`src/rtl/dff_pkg.sv`:
```
// Shared defaults and sizing helper for the dff_pipe retiming/buffering slice.
package dff_pkg;

  localparam int unsigned DFF_PIPE_WIDTH_DEF = 8;
  localparam int unsigned DFF_PIPE_DEPTH_DEF = 3;

  // Bits needed to hold an occupancy of 0..depth (never less than one bit).
  function automatic int unsigned clog2_count(input int unsigned depth);
    for (int unsigned w = 1; w < 32; w++) begin
      if ((32'd1 << w) > depth) return w;
    end
    return 32;
  endfunction

endpackage

```
`src/rtl/dff_pipe_if.sv`:
```
// Valid/ready handshake bundle for dff_pipe: upstream push side, downstream pop side and occupancy.
interface dff_pipe_if import dff_pkg::*; #(
  parameter int unsigned WIDTH = DFF_PIPE_WIDTH_DEF,
  parameter int unsigned DEPTH = DFF_PIPE_DEPTH_DEF
);

  localparam int unsigned CW = clog2_count(DEPTH);

  logic             in_valid;
  logic [WIDTH-1:0] in_data;
  logic             in_ready;
  logic             out_valid;
  logic [WIDTH-1:0] out_data;
  logic             out_ready;
  logic [CW-1:0]    count;

  modport master (
    output in_valid,
    output in_data,
    output out_ready,
    input  in_ready,
    input  out_valid,
    input  out_data,
    input  count
  );

  modport slave (
    input  in_valid,
    input  in_data,
    input  out_ready,
    output in_ready,
    output out_valid,
    output out_data,
    output count
  );

endinterface

```
`src/rtl/dff_pipe_stage.sv`:
```
// One {valid,data} pipeline slot: async reset, global enable, synchronous flush of valid, ready-gated load.
module dff_pipe_stage import dff_pkg::*; #(
  parameter int unsigned          WIDTH       = DFF_PIPE_WIDTH_DEF,
  parameter logic [WIDTH-1:0]     RESET_VALUE = '0
) (
  input  logic             clk,
  input  logic             rst,
  input  logic             en,
  input  logic             flush,
  input  logic             rdy_in,
  input  logic             prev_valid,
  input  logic [WIDTH-1:0] prev_data,
  output logic             valid,
  output logic [WIDTH-1:0] data
);

  logic load;

  // The slot can take a new value when it is empty or whatever it holds moves on.
  assign load = en & ~flush & (~valid | rdy_in);

  always_ff @(posedge clk or posedge rst) begin
    if (rst) begin
      valid <= 1'b0;
      data  <= RESET_VALUE;
    end else if (en && flush) begin
      valid <= 1'b0;
    end else if (load) begin
      valid <= prev_valid;
      data  <= prev_data;
    end
  end

endmodule

```
`src/rtl/dff_pipe.sv`:
```
// WIDTH-bit, DEPTH-stage valid/ready register pipeline with bubble collapsing, enable, flush and occupancy count.
module dff_pipe import dff_pkg::*; #(
  parameter int unsigned      WIDTH       = DFF_PIPE_WIDTH_DEF,
  parameter int unsigned      DEPTH       = DFF_PIPE_DEPTH_DEF,
  parameter logic [WIDTH-1:0] RESET_VALUE = '0
) (
  input  logic       clk,
  input  logic       rst,
  input  logic       en,
  input  logic       flush,
  dff_pipe_if.slave  bus
);

  localparam int unsigned CW = clog2_count(DEPTH);

  if (DEPTH < 1) begin : g_depth_check
    $error("dff_pipe: DEPTH must be at least 1");
  end

  logic [DEPTH-1:0] valid;
  logic [WIDTH-1:0] data [DEPTH];
  logic [DEPTH-1:0] rdy_next;
  logic             active;
  logic             in_ready;
  logic             out_valid;
  logic             in_xfer;
  logic             out_xfer;
  logic [CW-1:0]    count;

  assign active = en & ~flush;

  // Ready seen by stage i from downstream: the output is taken or some later slot
  // is empty. Flattened from the valid bits so the chain forms no combinational loop.
  always_comb begin
    rdy_next = '0;
    for (int unsigned i = 0; i < DEPTH; i++) begin
      rdy_next[i] = bus.out_ready;
      for (int unsigned j = i + 1; j < DEPTH; j++) begin
        if (!valid[j]) rdy_next[i] = 1'b1;
      end
    end
  end

  for (genvar i = 0; i < DEPTH; i++) begin : g_stage
    logic             prev_valid;
    logic [WIDTH-1:0] prev_data;

    if (i == 0) begin : g_head
      assign prev_valid = bus.in_valid;
      assign prev_data  = bus.in_data;
    end else begin : g_body
      assign prev_valid = valid[i-1];
      assign prev_data  = data[i-1];
    end

    dff_pipe_stage #(
      .WIDTH       (WIDTH),
      .RESET_VALUE (RESET_VALUE)
    ) u_stage (
      .clk        (clk),
      .rst        (rst),
      .en         (en),
      .flush      (flush),
      .rdy_in     (rdy_next[i]),
      .prev_valid (prev_valid),
      .prev_data  (prev_data),
      .valid      (valid[i]),
      .data       (data[i])
    );
  end

  assign in_ready  = (~valid[0] | rdy_next[0]) & active & ~rst;
  assign out_valid = valid[DEPTH-1] & active;
  assign in_xfer   = bus.in_valid & in_ready;
  assign out_xfer  = out_valid & bus.out_ready;

  always_ff @(posedge clk or posedge rst) begin
    if (rst) begin
      count <= '0;
    end else if (en) begin
      if (flush) begin
        count <= '0;
      end else if (in_xfer && !out_xfer) begin
        count <= count + CW'(1);
      end else if (out_xfer && !in_xfer) begin
        count <= count - CW'(1);
      end
    end
  end

  assign bus.in_ready  = in_ready;
  assign bus.out_valid = out_valid;
  assign bus.out_data  = data[DEPTH-1];
  assign bus.count     = count;

endmodule
```
`src/flat_wrapper.sv`:
```
// flat-port wrapper written by rule: the top's interface ports become plain ports
module dff_pipe_flat import dff_pkg::*;
#(
  parameter int unsigned      WIDTH       = DFF_PIPE_WIDTH_DEF,
  parameter int unsigned      DEPTH       = DFF_PIPE_DEPTH_DEF,
  parameter logic [WIDTH-1:0] RESET_VALUE = '0
)
  (clk, rst, en, flush, bus_in_valid, bus_in_data, bus_out_ready, bus_in_ready, bus_out_valid, bus_out_data, bus_count);
  dff_pipe_if #(.WIDTH(WIDTH), .DEPTH(DEPTH)) bus_i ();
  input  logic clk;
  input  logic rst;
  input  logic en;
  input  logic flush;
  input wire logic [$bits(bus_i.in_valid)-1:0] bus_in_valid;
  input wire logic [$bits(bus_i.in_data)-1:0] bus_in_data;
  input wire logic [$bits(bus_i.out_ready)-1:0] bus_out_ready;
  output wire logic [$bits(bus_i.in_ready)-1:0] bus_in_ready;
  output wire logic [$bits(bus_i.out_valid)-1:0] bus_out_valid;
  output wire logic [$bits(bus_i.out_data)-1:0] bus_out_data;
  output wire logic [$bits(bus_i.count)-1:0] bus_count;
  assign bus_i.in_valid = bus_in_valid;
  assign bus_i.in_data = bus_in_data;
  assign bus_i.out_ready = bus_out_ready;
  assign bus_in_ready = bus_i.in_ready;
  assign bus_out_valid = bus_i.out_valid;
  assign bus_out_data = bus_i.out_data;
  assign bus_count = bus_i.count;
  dff_pipe #(.WIDTH(WIDTH), .DEPTH(DEPTH), .RESET_VALUE(RESET_VALUE)) u_core (.clk(clk), .rst(rst), .en(en), .flush(flush), .bus(bus_i));
endmodule
```
`config.mk`:
```
export PLATFORM = sky130hd
export DESIGN_NAME = dff_pipe_flat
export DESIGN_NICKNAME = d
export VERILOG_FILES = /design/src/rtl/dff_pkg.sv /design/src/rtl/dff_pipe_if.sv /design/src/rtl/dff_pipe_stage.sv /design/src/rtl/dff_pipe.sv /design/src/flat_wrapper.sv
export SDC_FILE = /design/constraint.sdc
export NUM_CORES = 1
export LEC_CHECK = 0
export ABC_AREA = 1
export ABC_CLOCK_PERIOD_IN_PS = 1200
export BUFFER_PORTS_ARGS = -buffer_cell sky130_fd_sc_hd__buf_2
export CAP_MARGIN = 20
export CORE_MARGIN = 2
export CORE_UTILIZATION = 45
export CTS_CLUSTER_SIZE = 12
export DETAILED_ROUTE_END_ITERATION = 7
export PLACE_DENSITY = 0.67
export SETUP_SLACK_MARGIN = 0.15
export SLEW_MARGIN = 40
export SYNTH_ARGS = -nofsm -noshare
export SYNTH_HDL_FRONTEND = slang
export SYNTH_HIERARCHICAL = 1
export SYNTH_SLANG_ARGS = --single-unit
```
`constraint.sdc`:
```
create_clock -name clk -period 1.2 [get_ports clk]
set_input_delay 0.36 -clock clk [delete_from_list [all_inputs] [get_ports clk]]
set_output_delay 0.36 -clock clk [all_outputs]
set_load 0.02 [all_outputs]
```
==> metrics <==
Clock transition at path regs=roughly 0.090 ns; worst-skew pair later-pin latency=between 0.3 and 0.4 ns; crit path buf inv count=3; Pwr Total=~0.0028 W; Max Clk Rate=between 600 and 700 MHz; CP delay by family, top=simple AND/OR/NAND/NOR gates; Yosys cell types=14; Net Sw Frac=a little under a third; CTS tree=built; worst setup margin=-0.2749 ns; CTS buffer count=5; Max IR drop VDD=~900 uV; Remaining Overflow, GRT=0; Slew @ Worst Pin=0.3401 ns; Chip Width=~59 um; #FFs+latches synth=29; Cell Chain, Critical Path=buf_4, buf_6, buf_8, nand3_2, nand4_1, nand3_2, nand2_2, nand2_1, nand2_1; global-route usage over all layers=about a fifth; P_sw=about 0.00086 W; Worst Path Required=between 1 and 1.5 ns; largest family of logic cells by synthesized area=simple AND/OR/NAND/NOR gates; initial drt markers=35; status=finished, violations left; Critical Path AT=around 1.7 ns; Clock Path Buffers=2; row count=19; vias post-DR=around 1300; Synth Area in XOR/XNOR=less than 1%; Clock Skew=between 0.008 and 0.009 ns; Yosys warnings=6; Sequential Power Share=between 40% and 50%; combinational share of power=a little under a third; core area=2805 sq um; IO Count=26; Pint=roughly 0.0019 W; CP Max Fanout=4; critical path class=reg -> reg; post-synthesis mux area share=0%; Crit path largest cell delay=between 0.4 and 0.5 ns; syn_nets=about 180; initial antenna violation count=0; Non-Filler Instances=roughly 270; simple-gate share of the synthesized area=40.26%; DR DRC count=0; Pins Over Slew Limit=0; layout cells sized above 1=roughly half; via/cell ratio=between 4 and 5; RSZ-0062 raised after global routing=yes; Die H=roughly 59 um; clk sinks=29; Synth Area in Adders=0%; Slew HR=77.30%; post-synthesis cell count=approximately 160; Hold Fails Final Rpt=0; Max-cap violations=0; CP endpoint kind=flop; largest net degree at the start of global routing=11; min Tclk post-route=approximately 1.5 ns; drt wl/cell=11.93 um; Lkg Pwr=between 1 and 1.5 nW; die area=3481 sq um; mapped cell area=roughly 1400 sq um; placer congestion estimate=0.8046; Clk network pwr share=23.6%; dpl cells=around 240; share of the yosys chip area belonging to registers=a little over half; CTS Root Buffer Type=clkbuf_4; CP max-delay cell=dfrtp_2; global-route wire length before repair=5119 um; violated checks=setup timing; endpoints failing setup=30; drt first pass iters=4; Detail Placement HPWL=2088 um; # diodes=0; drt total wl=3186 um; Initial Util=between 40 and 50%; compound-gate portion of the synthesized area=under 10%; Mean Syn Cell Area=approximately 8.4 sq um; Final period util=122.9%; H-tree Lvls=2; Min-Delay Path Class=in -> async; nets=between 200 and 250; Cell Pwr Density=approximately 1300 nW/um^2; Critical Path Start Type=flop; antenna viol nets, final=0; Area Growth Syn to Fin=54.41%; IO buf count=25; vias in the first global route=1185
==> repair_timing <==
action / in CTS / in global routing
hold buffers: 0 / 0
buffers inserted: 12 / 9
hold endpoints to repair: 0 / 0
pin swaps: 7 / 13
gates resized for setup: 33 / 26
endpoints found under the setup margin: 38 / 40
gates cloned: 3 / 0
==> metrics by stage <==
stage	setup slack, ns	hold WS, ns	setup TNS (ns)	util, %	instance area [sq um]
global route	-0.3258	0.04083	-4.890	74.93	2102
floorplan	0.1067	0.1012	0	-	1374
global placement	-0.1163	0.3864	-1.199	59.10	1658
finish	-0.2749	0.04909	-3.447	74.93	2102
detailed placement	-0.1623	0.3886	-1.509	59.10	1658
CTS	-0.2962	0.03709	-0.9222	69.49	1949
==> path summary, 6_finish.rpt <==
kind | slack [ns] | cells past startpoint | from | to
max | -0.27 | 9 | u_core/g_stage[2].u_stage/valid | u_core/bus.count[1]
min | 0.05 | 3 | rst | u_core/bus.count[1]
max reg2reg | -0.27 | 9 | u_core/g_stage[2].u_stage/valid | u_core/bus.count[1]
min reg2reg | 0.48 | 2 | u_core/g_stage[0].u_stage/data[2] | u_core/g_stage[0].u_stage/data[2]
max in group asynchronous | 0.77 | 3 | rst | u_core/g_stage[2].u_stage/valid
min in group clk | 0.27 | 3 | bus_in_data[3] | u_core/g_stage[0].u_stage/data[3]
==> cell usage in the layout (no fill, tap or decap), drive strengths merged, types with 2 or more instances in the layout <==
cell type / Yosys / final
clkbuf: 0 / 7
nand4: 2 / 2
nand3: 33 / 33
inv: 17 / 17
buf: 0 / 62
dfrtp: 29 / 29
nor2: 7 / 7
nand2: 71 / 74
o21ai: 3 / 3
==> registers in the layout, indices dropped and copies added, names as in the netlist <==
register,count
u_core/bus.count,2
u_core/g_stage.u_stage/data,24
u_core/g_stage.u_stage/valid,3
==> synth_stat cells, drive strengths merged <==
cell type	number	share of area, %
nand4	2	0.92
inv	17	4.7
o21ai	3	1.1
dfrtp	29	53
nand3	33	13
nor2	7	4.3
nand2	71	22
xnor2	1	0.64
==> layout make-up <==
| class | instances | area (sq um) |
|---|---|---|
| Clock buffer | 7 | 65.06 |
| Multi-Input combinational cell | 120 | 704.4 |
| Tap cell | 31 | 38.79 |
| Fill cell | 208 | 703.2 |
| Clock inverter | 1 | 5.005 |
| Sequential cell | 29 | 726.9 |
| Timing Repair Buffer | 62 | 493.0 |
| Inverter | 17 | 68.82 |
==> kinds of logic after synthesis <==
family / Yosys count
AO/OA/AOI/OAI: 3
XOR/XNOR: 1
buffers and inverters: 17
flip-flops: 29
AND/OR/NAND/NOR: 113
==> layer usage <==
metal  part of all wire [%]  global-route usage, %  vias up
li1                       -                      -      666
met1                     44                  24.47      605
met2                     52                  32.70       26
met3                    3.8                  7.205        2
met4                   0.47                  4.870        0
met5                      0                      0        -
==> power by group through the flow <==
| stage | registers (W) | logic, W | clock network, W |
|---|---|---|---|
| floorplan | 0.00132 | 0.000251 | 0 |
| global placement | 0.00124 | 0.000530 | 0 |
| detailed placement | 0.00125 | 0.000540 | 0 |
| CTS | 0.00123 | 0.000765 | 0.000676 |
| global route | 0.00126 | 0.000965 | 0.000725 |
| finish | 0.00124 | 0.000889 | 0.000659 |
==> tightest hold or removal path, delay by kind of cell <==
family,cells,cell delay (ns)
buf+inv,3,0.35
Note: power is estimated with default switching activity, not from simulation.
